--- config.mk ---
export PLATFORM = sky130hd
export DESIGN_NAME = mux41
export DESIGN_NICKNAME = d
export VERILOG_FILES = /design/src/rtl/mux41_pkg.sv /design/src/rtl/mux41_comb.sv /design/src/rtl/mux41.sv
export SDC_FILE = /design/constraint.sdc
export NUM_CORES = 1
export LEC_CHECK = 0
export ABC_AREA = 0
export CORE_AREA = 8 8 45 47
export CTS_CLUSTER_SIZE = 28
export DETAILED_ROUTE_END_ITERATION = 10
export DIE_AREA = 0 0 53 55
export GPL_TIMING_DRIVEN = 0
export PLACE_DENSITY_LB_ADDON = 0.25
export RECOVER_POWER = 100
export SKIP_CTS_REPAIR_TIMING = 1
export SLEW_MARGIN = 30
export SYNTH_ARGS = -nofsm -noshare
export SYNTH_HDL_FRONTEND = slang
export SYNTH_SLANG_ARGS = --single-unit
export TNS_END_PERCENT = 1
--- constraint.sdc ---
create_clock -name clk -period 2.14 [get_ports clk]
set_input_delay 0.321 -clock clk [delete_from_list [all_inputs] [get_ports clk]]
set_output_delay 0.321 -clock clk [all_outputs]
set_load 0.01 [all_outputs]
--- src/rtl/mux41_pkg.sv ---
// Shared constants, select type and select decode for the 4:1 mux block.
package mux41_pkg;

  localparam int N_IN  = 4;
  localparam int SEL_W = 2;

  typedef logic [SEL_W-1:0] sel_t;

  // One-hot decode of the select; AND-OR selection built on this keeps
  // unknowns on unselected inputs from reaching the output.
  function automatic logic [N_IN-1:0] sel_onehot(input sel_t sel);
    logic [N_IN-1:0] oh;
    oh      = '0;
    oh[sel] = 1'b1;
    return oh;
  endfunction

endpackage

--- src/rtl/mux41_comb.sv ---
// Purely combinational 4:1 single-bit selector.
module mux41_comb
  import mux41_pkg::*;
(
  input  logic [N_IN-1:0] i,
  input  sel_t            s,
  output logic            y
);

  // AND-OR select: an unselected bit is masked by a 0 before the reduction.
  always_comb begin
    y = |(i & sel_onehot(s));
  end

endmodule

--- src/rtl/mux41.sv ---
// 4:1 mux with combinational output plus registered copy, valid and change flag.
module mux41 #(
  parameter int N_IN  = 4,
  parameter int SEL_W = 2
) (
  input  logic             clk,
  input  logic             rst_n,
  input  logic [N_IN-1:0]  i,
  input  logic [SEL_W-1:0] s,
  input  logic             en,
  output logic             y,
  output logic             y_q,
  output logic             y_vld,
  output logic             y_chg
);

  import mux41_pkg::*;

  sel_t sel;
  logic rst_sync_q, rst_sync_d;
  logic y_d, y_vld_q, y_vld_d, y_chg_q, y_chg_d;
  logic cap;

  assign sel = sel_t'(s);

  mux41_comb u_comb (
    .i (i),
    .s (sel),
    .y (y)
  );

  // Capture is only allowed once the release of reset has been seen by a
  // clock edge, so the first capture lands on the second edge after release.
  always_comb begin
    rst_sync_d = 1'b1;
    cap        = rst_sync_q & en;
    y_d        = cap ? y : y_q;
    y_vld_d    = y_vld_q | cap;
    y_chg_d    = cap & (y != y_q);
  end

  // Async-assert reset; all registered outputs clear immediately.
  always_ff @(posedge clk or negedge rst_n) begin
    if (!rst_n) begin
      rst_sync_q <= 1'b0;
      y_q        <= 1'b0;
      y_vld_q    <= 1'b0;
      y_chg_q    <= 1'b0;
    end else begin
      rst_sync_q <= rst_sync_d;
      y_q        <= y_d;
      y_vld_q    <= y_vld_d;
      y_chg_q    <= y_chg_d;
    end
  end

  assign y_vld = y_vld_q;
  assign y_chg = y_chg_q;

endmodule

==> flow_summary_export.csv, run 1 <==
group,metric,value,unit
status,status,"finished, final reports clean",
placed_design,io_buffer_count,12,
clock_network,root_buffer,"clkbuf_4",
placed_design,gp_congestion,0.727,
sta,setup_slack,216,ps
cells_and_area,seq_area,100,sq um
critical_path,reg2reg_depth,2,
floorplanning,die-area,2920,sq um
synthesis,synth_top_area_share,62.5,%
route,routed_via_density,3.43,
synthesis,synth_area_leader_cell,"dfrtp_1",
cells_and_area,stdcell_area,325,sq um
synthesis,synth_area_leaders,"dfrtp_1, mux4_2, mux2_2",
global_route,antenna_found_initial,0,
global_route,grt_overflow_total,0,
cells_and_area,fin_nets,37,
cells_and_area,final_common_cell,"dlygate4sd3_1",
route,drc,0,
clock_network,cts_sinks,4,
cells_and_area,num_antenna_cells,0,
synthesis,avgSynthCellArea,14.6,sq um
cells_and_area,drive_gt1_share,19.2,%
floorplanning,start_util,11.6,%
cells_and_area,multi_input_area,60.1,sq um
global_route,grt.total_usage,3.78,%
clock_network,cts.reportedPaths.clkPinSlew,40,ps
critical_path,regToRegStartpoint,"rst_sync_q$_DFF_PN0_",
critical_path,cp_data_required_time,1820,ps
global_route,grt_max_degree,5,
critical_path,reg2reg_to,"y_q$_DFFE_PN0P_",
sta,fin_crit,1920,ps
critical_path,cp_max_fo,3,
critical_path,rrSetupSlack,1220,ps
sta,finalCritPeriodShare,89.9,%
placed_design,dp_slack,-39.9,ps
route,detail-route-antenna-nets,0,
sta,rsz0062_at_grt,"false",
route,drt-wirelength-per-cell,9.40,um
route,routed_wl,395,um
power,p_leak,0.137,nW
route,num_vias,144,
power,p_per_area,680,nW/um^2
sta,fmax,520,MHz
floorplanning,die_y,55,um
cells_and_area,area_growth_syn_to_layout,103,%
critical_path,critPathCaptureType,"primary output",
sta,finClkSkew,1.07,ps
placed_design,placed_area,300,sq um
synthesis,synth_seq_cells,4,
critical_path,start_kind,"primary input",
power,ir_worst_vdd,0.136,mV
floorplanning,coreArea,1380,sq um
clock_network,cts_tree,"done",
job,maxCapViolCount,0,
critical_path,crit_arrival,1600,ps
sta,slew_viol_final,0,
cells_and_area,layout_common_cells,"dlygate4sd3_1, clkdlybuf4s50_1, dfrtp_1",
cells_and_area,final_util,23.5,%
synthesis,netlist_area,160,sq um
clock_network,clk_latency,230,ps
clock_network,numCtsBuffers,3,
global_route,grt_pass1_wl,759,um
synthesis,ys_seq_area_share,62.5,%
critical_path,path_class,"in -> out",
route,drtIter0Drc,6,
synthesis,yosysWarningCount,0,
clock_network,cts-htree-levels,1,
cells_and_area,fillCellCount,147,
global_route,grt_pass1_vias,189,
clock_network,cts_max_path_buffers,2,
floorplanning,die_w,53,um
synthesis,synth_cell_types,8,
synthesis,synthCells,11,
sta,setup_tns,0,ps
route,dr.pass1.iters,3,
floorplanning,num_io_pins,13,
synthesis,syn_nets,20,
sta,hold_violations,0,
placed_design,post-dp-hpwl,363,um
floorplanning,rows,14,
worst_hold_path,hold_class,"in -> async",
sta,setup_violations,0,
-- per-layer routing --
layer / wire, um / GRT usage, %
met1: 172 / 3.53
met2: 163 / 4.49
met3: 59 / 2.94
met4: 0 / 5.17
met5: 0 / 0
-- worst max-delay path: stages --
cell,delay [ps]
dlygate4sd3_1,550
mux4_2,540
dlymetal6s2s_1,200
-- registers in the layout (all words and copies together), names as in the netlist --
name	cells
y_chg	1
rst_sync_q	1
y_q	1
y_vld	1
-- worst max-delay path by stage --
stage | to | start | slack (ps)
floorplan | y_q$_DFFE_PN0P_ | s[0] | 880
global placement | y | s[0] | -40
detailed placement | y | s[0] | -40
CTS | y | s[0] | -50
global route | y | s[0] | 150
finish | y | s[0] | 220
-- synth_stat cells --
master,count
dfrtp_1,4
conb_1,1
mux2_2,1
mux4_2,1
nand2_1,1
nand2b_1,1
nor2_1,1
xnor2_1,1
-- stage by stage --
stage / power [W] / hold slack (ps) / cells
finish: 0.000221 / 366 / 42
global route: 0.000249 / 352 / 42
CTS: 0.000231 / 296 / 42
detailed placement: 0.000139 / 460 / 39
global placement: 0.000138 / 454 / 39
floorplan: 0.000106 / 25.4 / 11
-- cell families after synthesis --
group / count (synthesis) / synth area share [%]
DFF: 4 / 62.5
muxes: 2 / 21.1
and+or+nand+nor: 3 / 8.59
xor gates and xnor gates: 1 / 5.47
other: 1 / 2.34
-- layout make-up --
class	instances	share of cell area, %
Clock buffer	3	6.92
Sequential cell	4	30.8
Multi-Input combinational cell	7	18.5
Tap cell	16	6.15
Timing Repair Buffer	12	37.7
-- report_power, final --
group / switching [W] / total, W / internal, W
combinational: 0.0000151 / 0.0000464 / 0.0000313
clock: 0.0000259 / 0.0000883 / 0.0000624
sequential: 0.00000370 / 0.0000863 / 0.0000827
(Power assumes the default switching activity.)
==> run 2, diff against run 1 <==
CTS_BUF_LIST = sky130_fd_sc_hd__clkbuf_16   (was default)
==> run 2 against run 1 <==
Sequential cell count is the same; critical endpoint unchanged; hold slack improved by 4.2 ps; die area stayed put; wire length increased by 11%; power is 90% higher; fmax about the same; setup slack about the same; non-clock buffer count unchanged; sequential share of layout area shrank 4.3 points; cell area is 16% higher; first-iteration DRC count shrank 67%.
==> flow_summary_export.csv, run 2 (synthesized netlist as in run 1, its figures left out) <==
group,metric,value,unit
global_route,grt_max_degree,5,
placed_design,io_buffer_count,12,
critical_path,cp_data_required_time,1820,ps
power,p_leak,0.160,nW
route,drt-wirelength-per-cell,10.5,um
route,drc,0,
floorplanning,coreArea,1380,sq um
cells_and_area,area_growth_syn_to_layout,136,%
route,num_vias,144,
route,detail-route-antenna-nets,0,
global_route,grt_pass1_wl,793,um
job,maxCapViolCount,0,
power,ir_worst_vdd,0.232,mV
sta,finClkSkew,0.651,ps
floorplanning,start_util,11.6,%
critical_path,cp_max_fo,3,
global_route,grt_overflow_total,0,
sta,rsz0062_at_grt,"false",
cells_and_area,instances_no_fill,42,
cells_and_area,multi_input_area,60.1,sq um
route,routed_via_density,3.43,
placed_design,placed_area,300,sq um
worst_hold_path,hold_class,"in -> async",
critical_path,critPathCaptureType,"primary output",
floorplanning,die-area,2920,sq um
clock_network,cts_max_path_buffers,2,
global_route,antenna_found_initial,0,
clock_network,root_buffer,"clkbuf_16",
route,dr.pass1.iters,2,
sta,fin_crit,1920,ps
cells_and_area,fin_nets,37,
sta,fmax,520,MHz
floorplanning,die_w,53,um
placed_design,post-dp-hpwl,363,um
placed_design,dp_slack,-39.9,ps
floorplanning,rows,14,
cells_and_area,num_antenna_cells,0,
clock_network,cts-htree-levels,1,
cells_and_area,final_common_cell,"dlygate4sd3_1",
clock_network,cts_tree,"done",
clock_network,cts_sinks,4,
cells_and_area,stdcell_area,378,sq um
clock_network,clk_latency,220,ps
power,p_per_area,1110,nW/um^2
global_route,grt.total_usage,3.95,%
route,drtIter0Drc,2,
critical_path,path_class,"in -> out",
placed_design,dp.cells,39,
critical_path,regToRegStartpoint,"rst_sync_q$_DFF_PN0_",
sta,setup_violations,0,
global_route,grt_pass1_vias,209,
sta,timing.hold.ws,370,ps
cells_and_area,drive_gt1_share,19.2,%
clock_network,cts.reportedPaths.clkPinSlew,30,ps
sta,slew_viol_final,0,
critical_path,crit_arrival,1600,ps
status,status,"finished, final reports clean",
floorplanning,die_y,55,um
route,routed_wl,439,um
cells_and_area,fillCellCount,142,
sta,finalCritPeriodShare,89.9,%
floorplanning,num_io_pins,13,
placed_design,gp_congestion,0.727,
sta,hold_violations,0,
clock_network,numCtsBuffers,3,
critical_path,startpoint,"s[0]",
sta,setup_slack,215,ps
cells_and_area,seq_area,100,sq um
cells_and_area,layout_common_cells,"dlygate4sd3_1, clkdlybuf4s50_1, dfrtp_1",
critical_path,start_kind,"primary input",
[run 2: cell counts in the layout (fill, tap and decap cells not counted)]
No cell type changed its count.
[run 2: cell type report]
class / count / area share [%]
clock buffers: 3 / 19.9
repair buffers: 12 / 32.5
multi-input cells: 7 / 15.9
well taps: 16 / 5.30
flip-flops and latches: 4 / 26.5
[run 2: path summary, 6_finish.rpt]
kind / end / cells after the start / slack, ps
min reg2reg: y_vld$_DFF_PN0_ / 1 / 460
max in group asynchronous: y_chg$_DFF_PN0_ / 1 / 1610
max reg2reg: y_q$_DFFE_PN0P_ / 2 / 1210
min: rst_sync_q$_DFF_PN0_ / 1 / 370
max: y / 3 / 220
min in group clk: y_vld$_DFF_PN0_ / 1 / 460
[run 2: metal layers]
metal | global-route usage (%) | up-vias | part of all wire [%]
met4 | 5.17 | 0 | 0
met1 | 3.37 | 64 | 43
li1 | - | 66 | -
met5 | 0 | - | 0
met3 | 2.94 | 0 | 14
met2 | 5.27 | 14 | 42
[run 2: metrics by stage]
step	util [%]	setup TNS [ps]	total power (W)
6_report	27.3	0	0.000419
5_1_grt	27.3	0	0.000444
4_1_cts	27.1	-50.3	0.000429
3_5_place_dp	21.7	-39.9	0.000139
3_3_place_gp	21.7	-36.3	0.000138
2_1_floorplan	-	0	0.000106
[run 2: critical path, cell delays in order]
cell	delay, ps
dlygate4sd3_1	550
mux4_2	540
dlymetal6s2s_1	200
[run 2: where the power goes]
part,switching (W),total (W),leakage [nW],internal (W)
clock,0.0000477,0.000286,0.0370,0.000238
combinational,0.0000152,0.0000465,0.0779,0.0000313
sequential,0.00000383,0.0000866,0.0456,0.0000828
total,0.0000668,0.000419,0.160,0.000352
